## src/rtl/task_dispatch.sv

```systemverilog
`default_nettype none
// ============================================================================
// Module   : task_dispatch (with task_dispatch_pkg)
// Purpose  : Buffers ready tasks from the task queue and hands them to a core
//            on a type-matched dequeue. It also tracks busy threads, drops
//            aborted tasks and relays core start/finish notifications to the
//            commit queue.
// Revision : 1.0 - initial release
// ============================================================================

package task_dispatch_pkg;
  localparam int LOG_CQ_SLICE_SIZE = 4;

  typedef logic [3:0]                   task_type_t;
  typedef logic [LOG_CQ_SLICE_SIZE-1:0] cq_slice_slot_t;
  typedef logic [1:0]                   thread_id_t;
  typedef logic [2:0]                   child_id_t;

  typedef struct packed {
    task_type_t  ttype;
    logic [31:0] args;
  } task_t;
endpackage

module task_dispatch
  import task_dispatch_pkg::*;
#(
  parameter int TILE_ID   = 0,
  parameter int CORE_ID   = 0,
  parameter int DEPTH     = 4,
  parameter int N_THREADS = 2
) (
  input  logic                            clk,
  input  logic                            rstn,
  // upstream task queue
  input  logic                            tq_valid,
  output logic                            tq_ready,
  input  task_t                           tq_task,
  input  cq_slice_slot_t                  tq_slot,
  // core dequeue
  input  logic                            task_arvalid,
  input  task_type_t                      task_araddr,
  output logic                            task_rvalid,
  output task_t                           task_rdata,
  output cq_slice_slot_t                  task_rslot,
  output thread_id_t                      task_rthread,
  // core start notification
  input  logic                            start_task_valid,
  output logic                            start_task_ready,
  input  cq_slice_slot_t                  start_task_slot,
  // core finish notification
  input  logic                            finish_task_valid,
  output logic                            finish_task_ready,
  input  cq_slice_slot_t                  finish_task_slot,
  input  thread_id_t                      finish_task_thread,
  input  child_id_t                       finish_task_num_children,
  input  logic                            finish_task_undo_log_write,
  // commit queue side
  output logic                            cq_finish_valid,
  input  logic                            cq_finish_ready,
  output cq_slice_slot_t                  cq_finish_slot,
  output thread_id_t                      cq_finish_thread,
  output child_id_t                       cq_finish_num_children,
  output logic                            cq_finish_undo_log_write,
  output logic                            cq_start_valid,
  output cq_slice_slot_t                  cq_start_slot,
  // abort vector and statistics
  input  logic [2**LOG_CQ_SLICE_SIZE-1:0] task_aborted,
  output logic [31:0]                     stat_issued,
  output logic [31:0]                     stat_dropped
);

  localparam int PTR_W = (DEPTH > 1) ? $clog2(DEPTH) : 1;
  localparam logic [PTR_W:0] FULL_COUNT = (PTR_W+1)'(DEPTH);

  localparam logic [0:0] S_IDLE = 1'b0;
  localparam logic [0:0] S_ACK  = 1'b1;

  // Reject parameterisations the pointer/thread logic cannot support.
  if ((DEPTH < 2) || ((DEPTH & (DEPTH - 1)) != 0) ||
      (N_THREADS < 1) || (N_THREADS > 2**$bits(thread_id_t)) ||
      (TILE_ID < 0) || (CORE_ID < 0)) begin : g_param_check
    $error("task_dispatch: illegal parameter set");
  end

  // Ready-task buffer storage and bookkeeping.
  task_t          fifo_task [DEPTH];
  cq_slice_slot_t fifo_slot [DEPTH];
  logic [PTR_W-1:0] rd_ptr;
  logic [PTR_W-1:0] wr_ptr;
  logic [PTR_W:0]   count;
  logic             full;
  logic             empty;
  logic             head_aborted;
  logic             push;
  logic             pop;
  logic             issue;
  logic             drop;

  // Thread tracking.
  logic [N_THREADS-1:0] busy;
  logic [N_THREADS-1:0] alloc_mask;
  logic [N_THREADS-1:0] free_mask;
  logic                 free_exists;
  thread_id_t           alloc_thread;
  logic                 finish_hs;

  // Start handshake FSM.
  logic [0:0]     state;
  logic [0:0]     state_next;
  cq_slice_slot_t start_slot_q;

  assign full         = (count == FULL_COUNT);
  assign empty        = (count == '0);
  assign tq_ready     = !full;
  assign task_rdata   = fifo_task[rd_ptr];
  assign task_rslot   = fifo_slot[rd_ptr];
  assign head_aborted = task_aborted[task_rslot];

  assign task_rvalid  = task_arvalid && !empty && (task_rdata.ttype == task_araddr) &&
                        !head_aborted && free_exists;
  assign task_rthread = alloc_thread;
  assign issue        = task_arvalid && task_rvalid;
  assign drop         = !empty && head_aborted;
  assign pop          = issue || drop;
  // A full buffer still takes the incoming entry when the head leaves this cycle.
  assign push         = tq_valid && (!full || pop);

  // Pick the lowest-index free thread from the current (pre-update) bitmap.
  always_comb begin
    free_exists  = 1'b0;
    alloc_thread = '0;
    for (int i = N_THREADS - 1; i >= 0; i--) begin
      if (!busy[i]) begin
        free_exists  = 1'b1;
        alloc_thread = thread_id_t'(i);
      end
    end
  end

  // Per-thread set/clear masks; a finish only clears a thread that is really busy.
  always_comb begin
    alloc_mask = '0;
    free_mask  = '0;
    for (int i = 0; i < N_THREADS; i++) begin
      alloc_mask[i] = issue && (alloc_thread == thread_id_t'(i));
      free_mask[i]  = finish_hs && (finish_task_thread == thread_id_t'(i)) && busy[i];
    end
  end

  // Buffer payload storage; needs no reset because count gates every read.
  always_ff @(posedge clk) begin
    if (push) begin
      fifo_task[wr_ptr] <= tq_task;
      fifo_slot[wr_ptr] <= tq_slot;
    end
  end

  // Buffer pointers and occupancy.
  always_ff @(posedge clk or negedge rstn) begin
    if (!rstn) begin
      rd_ptr <= '0;
      wr_ptr <= '0;
      count  <= '0;
    end else begin
      if (push) wr_ptr <= wr_ptr + 1'b1;
      if (pop)  rd_ptr <= rd_ptr + 1'b1;
      case ({push, pop})
        2'b10:   count <= count + 1'b1;
        2'b01:   count <= count - 1'b1;
        default: count <= count;
      endcase
    end
  end

  // Busy-thread bitmap: frees from a finish take effect the cycle after it.
  always_ff @(posedge clk or negedge rstn) begin
    if (!rstn) begin
      busy <= '0;
    end else begin
      busy <= (busy & ~free_mask) | alloc_mask;
    end
  end

  // Issue and drop counters, wrapping naturally at 2**32.
  always_ff @(posedge clk or negedge rstn) begin
    if (!rstn) begin
      stat_issued  <= '0;
      stat_dropped <= '0;
    end else begin
      if (issue) stat_issued  <= stat_issued + 32'd1;
      if (drop)  stat_dropped <= stat_dropped + 32'd1;
    end
  end

  assign finish_task_ready = !cq_finish_valid || cq_finish_ready;
  assign finish_hs         = finish_task_valid && finish_task_ready;

  // One-entry finish register toward the commit queue.
  always_ff @(posedge clk or negedge rstn) begin
    if (!rstn) begin
      cq_finish_valid          <= 1'b0;
      cq_finish_slot           <= '0;
      cq_finish_thread         <= '0;
      cq_finish_num_children   <= '0;
      cq_finish_undo_log_write <= 1'b0;
    end else if (finish_hs) begin
      cq_finish_valid          <= 1'b1;
      cq_finish_slot           <= finish_task_slot;
      cq_finish_thread         <= finish_task_thread;
      cq_finish_num_children   <= finish_task_num_children;
      cq_finish_undo_log_write <= finish_task_undo_log_write;
    end else if (cq_finish_ready) begin
      cq_finish_valid          <= 1'b0;
    end
  end

`ifdef DEBUG
  // Flag finishes that name a thread that was never issued.
  always_ff @(posedge clk) begin
    if (finish_hs && (free_mask == '0)) begin
      $display("task_dispatch[tile %0d core %0d]: finish for idle thread %0d",
               TILE_ID, CORE_ID, finish_task_thread);
    end
  end
`endif

  // Start FSM state register.
  always_ff @(posedge clk or negedge rstn) begin
    if (!rstn) begin
      state <= S_IDLE;
    end else begin
      state <= state_next;
    end
  end

  // Start FSM next state: acknowledge lasts exactly one cycle.
  always_comb begin
    state_next = state;
    case (state)
      S_IDLE:  if (start_task_valid) state_next = S_ACK;
      S_ACK:   state_next = S_IDLE;
      default: state_next = S_IDLE;
    endcase
  end

  // Capture the start slot while idle so it is stable during the ack cycle.
  always_ff @(posedge clk or negedge rstn) begin
    if (!rstn) begin
      start_slot_q <= '0;
    end else if ((state == S_IDLE) && start_task_valid) begin
      start_slot_q <= start_task_slot;
    end
  end

  // Start FSM outputs.
  always_comb begin
    start_task_ready = (state == S_ACK);
    cq_start_valid   = (state == S_ACK);
    cq_start_slot    = start_slot_q;
  end

endmodule
`default_nettype wire

```

## config.mk

```make
export PLATFORM = sky130hd
export DESIGN_NAME = task_dispatch
export DESIGN_NICKNAME = d
export VERILOG_FILES = /design/src/rtl/task_dispatch.sv
export SDC_FILE = /design/constraint.sdc
export NUM_CORES = 1
export LEC_CHECK = 0
export CELL_PAD_IN_SITES_DETAIL_PLACEMENT = 0
export CELL_PAD_IN_SITES_GLOBAL_PLACEMENT = 2
export CORE_MARGIN = 2
export CORE_UTILIZATION = 40
export CTS_CLUSTER_DIAMETER = 60
export DETAILED_ROUTE_END_ITERATION = 10
export DONT_BUFFER_PORTS = 1
export PLACE_DENSITY_LB_ADDON = 0.15
export SYNTH_ARGS = -nofsm -noshare
export SYNTH_HDL_FRONTEND = slang
export SYNTH_SLANG_ARGS = --single-unit
export TNS_END_PERCENT = 10
```

## constraint.sdc

```tcl
create_clock -name clk -period 4 [get_ports clk]
set_input_delay 0.4 -clock clk [delete_from_list [all_inputs] [get_ports clk]]
set_output_delay 0.4 -clock clk [all_outputs]
set_load 0.02 [all_outputs]
```

## Yosys cells after proc, flatten, opt, wreduce, memory -nomap -nowiden

Memories as Yosys holds them, arrays and structs flattened.
Cells that the tools add are included.

- Register bits after elaboration: 89
- RAM bits: 160
- Input bits: 81
- Output and inout port bits: 126
- Logic and storage cells: 72
- Memories: 2

Memories:

| memory | depth | width | read ports | clocked after memory_dff | wr ports | RTL line | text |
|---|---|---|---|---|---|---|---|
| fifo_task | 4 | 36 | 1 | 0 | 1 | 87 | `task_t fifo_task [DEPTH];` |
| fifo_slot | 4 | 4 | 1 | 0 | 1 | 88 | `cq_slice_slot_t fifo_slot [DEPTH];` |

- Add/sub/neg operators: 6
- $lt $le $gt $ge: 1
- Equal/unequal tests: 6
- Muxes and demuxes: 13
- Bitwise gates (word level): 4
- Reduce and logical (&&, ||, !) cells: 27

Operators with widths:

| cell | number |
|---|---|
| 32-bit by 1-bit adder with 32-bit output, second input constant | 2 |
| 1-bit logical AND | 15 |
| 1-bit two-way mux | 10 |
| 2-bit by 1-bit equality test with 1-bit output, second input constant | 3 |
| 3-bit case mux with 2 select lines | 1 |
| 4-bit by 5-bit less-than comparator with 1-bit output, second input constant | 1 |
| 2-bit by 1-bit adder with 2-bit output, second input constant | 2 |
| 1-bit binary-select mux with 4-bit select | 1 |
| 4-bit equality test | 1 |
| 1-bit zero test | 4 |
| 2-bit zero test | 2 |
| 2-bit nonzero test | 2 |
| 3-bit by 1-bit adder with 3-bit output, second input constant | 1 |
| 3-bit equality test, second input constant | 1 |
| 3-bit zero test | 1 |
| 1-bit logical OR | 3 |
| 3-bit by 1-bit subtractor with 3-bit output, second input constant | 1 |
| 2-bit bitwise AND | 1 |
| 2-bit equality test, second input constant | 1 |
| 2-bit NOT | 1 |
| 2-bit bitwise OR | 1 |
| 1-bit case mux with 2 select lines | 1 |
| 1-bit NOT | 1 |

## Depth between registers and ports, before layout

- Depth after elaboration: 12
- Depth in mapped cells: 14
- Gate-level depth less buffers: 12

## Least setup slack after synthesis

Ideal clock, no wire load.

- Path kind: flip-flop to flip-flop
- Start: reg rd_ptr[0]
- End: mem fifo_slot[0][0] (netlist name), enable pin
- Library setup time: 0.401 ns
- Arrival: 3.413 ns
- Required time: 3.599 ns
- Path slack: 0.186 ns
- Cell stages (with the launch flop): 11
- Buffers on the path: 3
- Period minus slack after synthesis: 3.814 ns
- Cell sequence: dfrtp_1 -> buf_6 -> buf_6 -> mux4_2 -> xor2_1 -> nor4_4 -> o211ai_4 -> and3_1 -> buf_6 -> a31oi_4 -> and2_1

RTL lines:

| what | RTL line | text |
|---|---|---|
| start, declared | 89 | `logic [PTR_W-1:0] rd_ptr;` |
| start signal, assigned | 167 | `if (pop) rd_ptr <= rd_ptr + 1'b1;` |
| end, declared | 88 |  |

## Final worst setup path

- Start: reg rd_ptr[0]
- End: mem fifo_slot[2][1] (netlist name), enable pin

- Longest elaborated chain between the ends: 12
- Elaborated cells on any way between the ends: 16
- Classes of those cells: eq/ne: 1; mux: 4; reduce/logical: 9; memory: 2

RTL lines:

| what | RTL line | text |
|---|---|---|
| memory read 4 x 4 bit | n/a |  |
| 1-bit binary-select mux with 4-bit select | 118 | `assign head_aborted = task_aborted[task_rslot];` |
| 1-bit two-way mux (implied by the code) | 118 |  |
| 1-bit zero test | 121 | `!head_aborted && free_exists;` |
| 1-bit logical AND | 120 | `assign task_rvalid = task_arvalid && !empty && (task_rdata.ttype == task_araddr) &&` |
| 1-bit logical AND | 121 |  |
| 1-bit logical AND | 123 | `assign issue = task_arvalid && task_rvalid;` |
| 1-bit logical OR (*) | 125 | `assign pop = issue \|\| drop;` |
| 1-bit logical OR (*) | 127 | `assign push = tq_valid && (!full \|\| pop);` |
| 1-bit logical AND (*) | 127 |  |
| 1-bit two-way mux (*) | 153 | `if (push) begin` |
| 1-bit two-way mux (implied by the code) (*) | 155 | `fifo_slot[wr_ptr] <= tq_slot;` |

Mark *: on every way between the ends. The rest lies on a longest branch, timed or not. The select of a mux whose other input is x is not followed.

==> impl_metrics.ini <==
[outcome]
outcome = finished, final reports clean

[place]
dpl_cell_area_sq_um = 10500
hpwl_mm = 13.6
io_buffers = 0
dpl_worst_slack_ns = 0.420
gp_congestion = 0.760

[clock_network]
clock_sinks = 249
cts_resized = 0
cts_root_buf = clkbuf_16
htreeDepth = 1
cts_tree = done
clock_latency_ns = 0.55
numCtsBuffers = 28
cts_setup_buffers = 0
cts_buffer_depth = 3
hold_buffers = 57
clk_pin_slew_ns = 0.06

[finish]
layout-drive-gt1-share_pct = 19.2
utilization_pct = 49.5
fin_nets = 753
fin_area_sq_um = 12100
fillerInstances = 2075
areaGrowthSynthToFinish_pct = 20.7

[synthesis]
yosysTopAreaCell = edfxtp_1
ys_seq_elements = 249
synth_area_sq_um = 9990
synthTopCellsByArea = edfxtp_1, dfrtp_1, mux4_2, xnor2_1, mux2_2
async_flop_share_pct = 35.7
synth_flop_cell = edfxtp_1
yosysSeqAreaShare_pct = 70.4
syn_inst = 576
synth_edf_count = 160
ys.warnings.count = 0
syn_area_per_cell_sq_um = 17.3
yosysMostFrequentCell = edfxtp_1
synthDistinctLibCells = 43
synth_commonest_cells = edfxtp_1, dfrtp_1, xnor2_1, nand2_1, mux4_2
synth_nets = 664
synth_top_area_share_pct = 48.1

[drt]
wirelength_mm = 20.7
antenna_left = 0
dr.pass1.iters = 4
avgRoutedWirePerCell_um = 20.5
drt-vias-per-instance = 5.20
drc = 0
vias = 5258
drt_iter0_drc = 270

[global_routing]
gr-total-overflow = 0
globalRouteMet2Util_pct = 26.4
use_met1_pct = 20.2
grt_pass1_vias = 5574
grt.total_usage_pct = 15.9
use_met3_pct = 5.18
grt-busiest-layer = met2
grt_max_degree = 90
grt_pass1_wl_mm = 32.4
antenna_found_initial = 1

[timing]
skew_ns = 0.0188
rsz0062_at_grt = false
tns_ns = 0
setup_violations = 0
worst_pin_slew_ns = 0.706
relSlewSlack_pct = 52.6
fin_crit_ns = 3.53
worst_slack_ns = 0.470
fin_crit_sh_pct = 88.3
slew_violations = 0
fmax_mhz = 283
hold_viol = 0

[worst_setup_path]
crit_path_end_kind = register
start_kind = register
reg2reg_from = rd_ptr[0]
r2r_end = fifo_slot[2][1]
endpoint = fifo_slot[2][1]
reg2reg_slack_ns = 0.47
cp-startpoint = rd_ptr[0]
cp_data_arrival_time_ns = 3.72
r2r.worst_path.cells = 9
critPathKind = reg2reg
path_max_fanout = 27
required_ns = 4.19

[hold_path]
min_path_cells = 2
hold_class = in2reg

[pwr]
comb_power_share_pct = 27.0
p_leak_nw = 4.48
seq_power_share_pct = 41.4
p_total_mw = 8.64
p_int_mw = 5.88
ir_drop_v = 0.000499
power.share.clock_pct = 31.6
power_density_nw_per_um2 = 717
swShare_pct = 32.0
p_sw_mw = 2.76

[floorplanning]
initial_core_util_pct = 41.0
fp.dieW_um = 162
ios = 207
coreArea_sq_um = 24400
rows = 57
dieHeight_um = 162
dieArea_sq_um = 26300

[flow_run]
maxCapViolCount = 0
## routing by layer
layer  up-vias  part of all wire [%]
met3        35                   8.4
met1      2685                    41
met4         0                   2.0
met5         -                     0
met2       173                    48
li1       2365                     -
## metrics by stage
step / std cells / hold slack (ns)
after floorplan: 576 / 0.104
after global routing: 1012 / 0.0487
after CTS: 1011 / 0.0308
after detailed placement: 902 / 0.107
final: 1012 / 0.0555
after global placement: 902 / 0.107
## state kept, by name, summed over array words and instances, names as in the netlist
name / cells
fifo_task: 144
stat_dropped: 32
stat_issued: 32
fifo_slot: 16
cq_finish_slot: 4
cq_start_slot: 4
count: 3
cq_finish_num_children: 3
busy: 2
cq_finish_thread: 2
rd_ptr: 2
wr_ptr: 2
cq_finish_undo_log_write: 1
cq_finish_valid: 1
cq_start_valid: 1
## area by class of cell
type                       count  area, sq um  share of cell area, %
sequential                   249         7040                   58.3
timing repair buffer          77          751                   6.22
clock buffer                  33          729                   6.05
tap                          324          405                   3.36
multi-input combinational    298         2810                   23.3
inverter                      11         41.3                  0.342
antenna                        1         2.50                 0.0207
clock inverter                19          285                   2.37
## worst min path at each step
stage	to	start	slack, ns
6_report	busy[1]	finish_task_thread[0]	0.06
5_1_grt	busy[1]	finish_task_thread[0]	0.05
4_1_cts	busy[1]	finish_task_thread[0]	0.03
3_5_place_dp	stat_issued[12]	rstn	0.11
3_3_place_gp	stat_issued[12]	rstn	0.11
2_1_floorplan	busy[0]	rstn	0.10
## layout by cell type (no fill, tap or decap), types with 4 or more instances in the layout
| cell type | count |
|---|---|
| nand4_1 | 16 |
| edfxtp_1 | 160 |
| dlygate4sd3_1 | 56 |
| mux2i_1 | 13 |
| a22oi_1 | 4 |
| and4_1 | 8 |
| inv_1 | 11 |
| buf_4 | 19 |
| clkinv_2 | 5 |
| nor2b_1 | 5 |
| dfrtp_1 | 87 |
| xor2_1 | 13 |
| and3_1 | 11 |
| xnor2_1 | 57 |
| bufinv_16 | 6 |
| nand3_1 | 24 |
| mux4_2 | 36 |
| mux4_1 | 4 |
| mux2_2 | 15 |
| clkbuf_1 | 4 |
| nor2_1 | 12 |
| and2_2 | 4 |
| nand2_1 | 37 |
| clkbuf_16 | 28 |
| ha_1 | 6 |
| nor3_1 | 7 |
## cells by family after synthesis
logic type / count (synthesis) / share of synthesized area (%)
xor+xnor: 70 / 6.14
other cells: 1 / 0.0375
fa+ha+maj: 7 / 0.952
compound gates: 15 / 1.30
flops: 249 / 70.4
simple gates: 136 / 7.34
mux: 69 / 12.3
buf+inv: 29 / 1.53
## critical path: stages, from the launching register on
cell and delay, ns:
dfrtp_4 0.55, mux4_1 0.59, buf_4 0.23, mux2i_1 0.16
a22oi_1 0.23, nand4_1 0.22, and3_1 0.32, a31oi_4 0.30
and2_2 0.20, buf_4 0.37
## power by group through the flow
stage | Sequential [mW] | Clock [mW] | Combinational [mW]
floorplan | 3.52 | 0 | 1.85
global placement | 3.62 | 0 | 2.30
detailed placement | 3.64 | 0 | 2.32
CTS | 3.59 | 2.81 | 2.42
global route | 3.63 | 2.91 | 2.55
finish | 3.58 | 2.73 | 2.34
Note: power is estimated with default switching activity, not from simulation.
